### src/rtl/riscv_pkg.sv
// Shared RISC-V pipeline constants and types for the write-back stage.
package riscv_pkg;

   localparam int XLEN       = 32;
   localparam int NREGS      = 32;
   localparam int REG_ADDR_W = $clog2(NREGS);

   typedef enum logic {
      WB_SEL_ALU = 1'b0,
      WB_SEL_MEM = 1'b1
   } wb_sel_e;

endpackage

### src/rtl/regfile_2r1w.sv
// Integer register file: one write port, two combinational read ports, x0 hardwired to zero.
module regfile_2r1w
   import riscv_pkg::*;
#(
   parameter int XLEN_P  = XLEN,
   parameter int NREGS_P = NREGS,
   parameter int AW      = $clog2(NREGS_P)
) (
   input  logic            clk,
   input  logic            rst,
   input  logic            we,
   input  logic [AW-1:0]   waddr,
   input  logic [XLEN_P-1:0] wdata,
   input  logic [AW-1:0]   raddr1,
   input  logic [AW-1:0]   raddr2,
   output logic [XLEN_P-1:0] rdata1,
   output logic [XLEN_P-1:0] rdata2
);

   logic [XLEN_P-1:0] regs_q [NREGS_P];
   logic [XLEN_P-1:0] regs_d [NREGS_P];

   always_comb begin
      regs_d = regs_q;
      if (we && (waddr != '0)) begin
         regs_d[waddr] = wdata;
      end
   end

   // NOTE: the whole array is cleared on reset because architectural state must read 0 immediately after rst.
   always_ff @(posedge clk or posedge rst) begin
      if (rst) begin
         for (int i = 0; i < NREGS_P; i++) begin
            regs_q[i] <= '0;
         end
      end else begin
         regs_q <= regs_d;
      end
   end

   assign rdata1 = (raddr1 == '0) ? '0 : regs_q[raddr1];
   assign rdata2 = (raddr2 == '0) ? '0 : regs_q[raddr2];

endmodule

### src/rtl/writeback_regfile.sv
// Write-back stage: result select, register file commit, forward record and commit counter.
// Optional write-first read bypass enabled by defining WB_BYPASS_EN.
module writeback_regfile
   import riscv_pkg::*;
#(
   parameter int XLEN_P  = XLEN,
   parameter int NREGS_P = NREGS,
   parameter int AW      = $clog2(NREGS_P)
) (
   input  logic              clk,
   input  logic              rst,
   input  logic [XLEN_P-1:0] mem_read_data,
   input  logic [XLEN_P-1:0] alu_out,
   input  logic [AW-1:0]     rd,
   input  logic              writeback,
   input  logic              register_write_enable,
   input  logic [AW-1:0]     rs1_addr,
   input  logic [AW-1:0]     rs2_addr,
   output logic [XLEN_P-1:0] rs1_data,
   output logic [XLEN_P-1:0] rs2_data,
   output logic [XLEN_P-1:0] wb_data,
   output logic              fwd_valid,
   output logic [AW-1:0]     fwd_rd,
   output logic [XLEN_P-1:0] fwd_data,
   output logic [31:0]       wb_count
);

   logic              commit;
   logic [XLEN_P-1:0] arr_rs1;
   logic [XLEN_P-1:0] arr_rs2;

   logic              fwd_valid_q, fwd_valid_d;
   logic [AW-1:0]     fwd_rd_q,    fwd_rd_d;
   logic [XLEN_P-1:0] fwd_data_q,  fwd_data_d;
   logic [31:0]       wb_count_q,  wb_count_d;

   assign wb_data = (wb_sel_e'(writeback) == WB_SEL_MEM) ? mem_read_data : alu_out;
   assign commit  = register_write_enable && (rd != '0);

   regfile_2r1w #(
      .XLEN_P  (XLEN_P),
      .NREGS_P (NREGS_P),
      .AW      (AW)
   ) u_regfile (
      .clk    (clk),
      .rst    (rst),
      .we     (commit),
      .waddr  (rd),
      .wdata  (wb_data),
      .raddr1 (rs1_addr),
      .raddr2 (rs2_addr),
      .rdata1 (arr_rs1),
      .rdata2 (arr_rs2)
   );

`ifdef WB_BYPASS_EN
   // x0 never matches because commit already excludes rd=0.
   assign rs1_data = (commit && (rd == rs1_addr)) ? wb_data : arr_rs1;
   assign rs2_data = (commit && (rd == rs2_addr)) ? wb_data : arr_rs2;
`else
   assign rs1_data = arr_rs1;
   assign rs2_data = arr_rs2;
`endif

   // NOTE: next-state logic is combinational, so it uses blocking assignments; only the flops below use <=.
   always_comb begin
      fwd_valid_d = commit;
      fwd_rd_d    = rd;
      fwd_data_d  = wb_data;
      wb_count_d  = wb_count_q;
      if (commit) begin
         wb_count_d = wb_count_q + 32'd1;
      end
   end

   always_ff @(posedge clk or posedge rst) begin
      if (rst) begin
         fwd_valid_q <= 1'b0;
         fwd_rd_q    <= '0;
         fwd_data_q  <= '0;
         wb_count_q  <= '0;
      end else begin
         fwd_valid_q <= fwd_valid_d;
         fwd_rd_q    <= fwd_rd_d;
         fwd_data_q  <= fwd_data_d;
         wb_count_q  <= wb_count_d;
      end
   end

   assign fwd_valid = fwd_valid_q;
   assign fwd_rd    = fwd_rd_q;
   assign fwd_data  = fwd_data_q;
   assign wb_count  = wb_count_q;

endmodule
### config.mk
export PLATFORM = sky130hd
export DESIGN_NAME = writeback_regfile
export DESIGN_NICKNAME = d
export VERILOG_FILES = /design/src/rtl/riscv_pkg.sv /design/src/rtl/regfile_2r1w.sv /design/src/rtl/writeback_regfile.sv
export SDC_FILE = /design/constraint.sdc
export NUM_CORES = 2
export LEC_CHECK = 0
export ABC_AREA = 0
export BUFFER_PORTS_ARGS = -buffer_cell sky130_fd_sc_hd__buf_4
export CAP_MARGIN = 40
export CORE_ASPECT_RATIO = 0.8
export CORE_MARGIN = 2
export CORE_UTILIZATION = 52
export DETAILED_ROUTE_END_ITERATION = 7
export PLACE_DENSITY = 0.69
export RECOVER_POWER = 50
export SKIP_LAST_GASP = 1
export SLEW_MARGIN = 20
export SYNTH_ARGS = -nofsm -noshare
export SYNTH_HDL_FRONTEND = slang
export SYNTH_SLANG_ARGS = --single-unit
### constraint.sdc
create_clock -name clk -period 47.1 [get_ports clk]
set_input_delay 9.42 -clock clk [delete_from_list [all_inputs] [get_ports clk]]
set_output_delay 9.42 -clock clk [all_outputs]
set_load 0.01 [all_outputs]
==> flow_summary.yaml <==
outcome:
  status: "finished, violations left"
  failed_checks: "max-capacitance violations, max-slew violations"
final_layout:
  layout.cells.most_common: "sky130_fd_sc_hd__dfrtp_1"
  stdcell_count: 6457
  drive_above_1_share: 0.222
  design.final.nets: 5028
  final_cell_area_um2: 62400
  most_frequent_cells_in_the_layout: "sky130_fd_sc_hd__dfrtp_1 (1094), sky130_fd_sc_hd__nand2_1 (647), sky130_fd_sc_hd__o21ai_0 (599), sky130_fd_sc_hd__mux4_2 (448), sky130_fd_sc_hd__nor2_1 (390)"
  syn_to_final_growth_pct: 11.9
synth:
  synth_area_leader_cell: "sky130_fd_sc_hd__dfrtp_1"
  mappedNetlistArea_um2: 55800
  post_synth.cell_area_avg_um2: 11.3
  synth_area_leaders: "sky130_fd_sc_hd__dfrtp_1 (49%), sky130_fd_sc_hd__mux4_2 (18%), sky130_fd_sc_hd__o21ai_0 (5.3%)"
  yosysWarnings: 0
  synth_nets: 5033
  netlist_instances: 4949
  seq_area_frac_synth: 0.491
  postSynthRegisterBits: 1094
  synth_cell_types: 54
  synth_top_cell_area_share: 0.491
detailed_routing:
  num_vias: 43000
  drt_iter0_drcs: 5479
  detail_route.vias_per_cell: 6.65
  drtAntennaViolNets: 0
  route.detailed.wl_per_inst_um: 28.6
  routed_wirelength_um: 184000
  detailedRoute.firstPassIterationCount: 7
  route.detailed.drc: 0
power:
  vdd_ir_drop_max_uv: 34.0
  power_leakage_nw: 26.7
  power-per-cell-area_nw_per_um2: 44.8
clocking:
  cts-buffers-inserted: 113
  cts.sink_count: 1094
  post_cts.resized_instances: 0
  cts_max_path_buffers: 3
  latest_clock_arrival_within_the_worst_skew_pair_ns: 0.72
  maximum_level_of_the_cts_h_tree: 3
  cts_post_setup_buffers_inserted: 0
  tritoncts_clock_tree: "built"
  worst_setup_hold_path_clk_slew_ns: 0.06
  clk_root_buffer_cell: "sky130_fd_sc_hd__clkbuf_16"
  cts_hold_buffers: 0
grt:
  grt_use_total: 0.337
  grt_use_met1: 0.481
  grt-busiest-layer: "met2"
  global_route_wire_length_before_repair_um: 276000
  global_route.overflow_total: 0
  groute.layer.met3.usage: 0.106
  pin_count_of_the_biggest_net_entering_global_routing: 161
  global_routing_usage_on_met2: 0.483
  grt_pass1_vias: 42200
  antenna_found_initial: 4
hold_path:
  hold_path_start: "u_regfile.regs_q[1021]"
  timing.hold.worst.class: "reg -> reg"
critical_path:
  arrival_ns: 14.72
  cpMostUsedCell: "sky130_fd_sc_hd__clkbuf_1"
  cp_slowest_stage_delay_ns: 1.79
  path_max_fanout: 32
  timing.setup.critical_path_class: "in -> out"
  crit_chain: "clkbuf_1 > clkbuf_1 > mux2i_4 > clkbuf_1 > inv_1 > buf_4"
  required_ns: 37.68
  crit_path_start_kind: "input pin"
  critical_path.startpoint: "writeback"
  worst_path_max_delay_cell: "sky130_fd_sc_hd__clkbuf_1"
  worstReg2RegStart: "wb_count[2]"
  critPathCaptureType: "output pin"
timing:
  setup_viol_count_final: 0
  maximum_operating_frequency_mhz: 41.4
  tightestPinTransition_ns: 8.50
  setup_repair_after_global_routing_missed_its_margin: "no"
  max_slew_margin: -4.67
  clock-skew-final_ns: 0.00382
  final_period_minus_worst_setup_slack_ns: 24.14
  fin_crit_sh: 0.512
  report.final.slew_viol_count: 1067
  setup_tns_ns: 0
  finalHoldViolations: 0
floorplan:
  rows: 107
  die_area_um2: 110000
  dieWidth_um: 370
  pin_count: 249
  fp.coreArea_um2: 106000
  die_height_um: 297
  initial_core_util: 0.524
placed_design:
  dpl.cell_count: 6232
  placed_area_um2: 59000
  place.port_buffers: 248
  placer_congestion_estimate: 0.847
  dpl.hpwl_um: 110000
job:
  drv.max_cap_violation_count: 26
-- Yosys cell counts, drive strengths merged --
cell type / instances
xnor2: 27
and3b: 1
a311oi: 64
and2b: 1
nor2: 405
nand4: 22
nor3b: 4
nand3: 14
mux2i: 160
a211oi: 65
clkbuf: 312
a22oi: 64
dlygate4sd1: 3
o21ai: 719
and3: 9
inv: 38
nand2b: 4
and4: 4
dfrtp: 1094
xor2: 4
nor2b: 67
a221oi: 47
or3: 1
or2: 3
nor3: 5
or4: 2
nand2: 655
ha: 1
a21oi: 386
mux2: 65
o2111ai: 17
and2: 5
nand4b: 1
buf: 224
nand3b: 8
mux4: 448
-- through the flow --
stage / hold slack (ns) / util / power [mW] / worst slack (ns)
detailed placement: 0.383 / 0.554 / 1.87 / 23.90
CTS: 0.396 / 0.591 / 2.80 / 23.90
floorplan: 0.441 / - / 1.67 / 6.88
global placement: 0.376 / 0.545 / 1.83 / 23.73
finish: 0.395 / 0.586 / 2.79 / 22.96
global route: 0.409 / 0.586 / 2.92 / 21.85
-- layout make-up --
class / count / area [um^2]
Sequential cell: 1094 / 27400
Timing Repair Buffer: 419 / 3430
Clock inverter: 52 / 617
Antenna cell: 1 / 2.50
Inverter: 38 / 146
Fill cell: 8658 / 44000
Tap cell: 1417 / 1770
Multi-Input combinational cell: 3278 / 25800
Clock buffer: 158 / 3220
-- sequential cells by signal (all words and copies together), names as in the netlist --
name	flops
fwd_rd	5
fwd_data	32
u_regfile.regs_q	1024
wb_count	32
fwd_valid	1
-- power breakdown --
group / leakage (nW) / total [mW] / internal [mW] / switching (mW)
Combinational: 11.0 / 0.583 / 0.294 / 0.289
Sequential: 13.8 / 1.28 / 1.13 / 0.148
Clock: 1.88 / 0.932 / 0.538 / 0.395
Total: 26.7 / 2.79 / 1.96 / 0.831
-- critical path, delay by kind of cell --
kind	cells	cell delay [ns]
buffers and inverters	5	4.82
muxes	1	0.43
-- cell families (layout without fill, tap and decap cells) --
family,Yosys count,after routing,share of synthesized area
AOI/OAI and AO/OA,1362,1362,0.139
buffers and inverters,577,667,0.0521
other,0,1,0
and+or+nand+nor,1211,1211,0.0901
adders and majority gates,1,1,0.000224
xor gates and xnor gates,31,31,0.00487
muxes,673,673,0.223
DFF,1094,1094,0.491
-- worst paths after layout --
kind | slack [ns] | cells after the start | endpoint
worst min-delay path | 0.39 | 0 | u_regfile.regs_q[1021]
max in group asynchronous | 24.43 | 11 | u_regfile.regs_q[950]
min in group asynchronous | 8.68 | 2 | u_regfile.regs_q[932]
worst max-delay path | 22.96 | 6 | wb_data[15]
worst min register to register | 0.39 | 0 | u_regfile.regs_q[1021]
worst max register to register | 44.95 | 5 | wb_count[25]
-- routing by layer --
| metal | wire, um | up-vias |
|---|---|---|
| li1 | - | 18000 |
| met1 | 71700 | 21700 |
| met2 | 80200 | 2823 |
| met3 | 24400 | 516 |
| met4 | 8150 | 2 |
| met5 | 15 | - |
(Power assumes the default switching activity.)
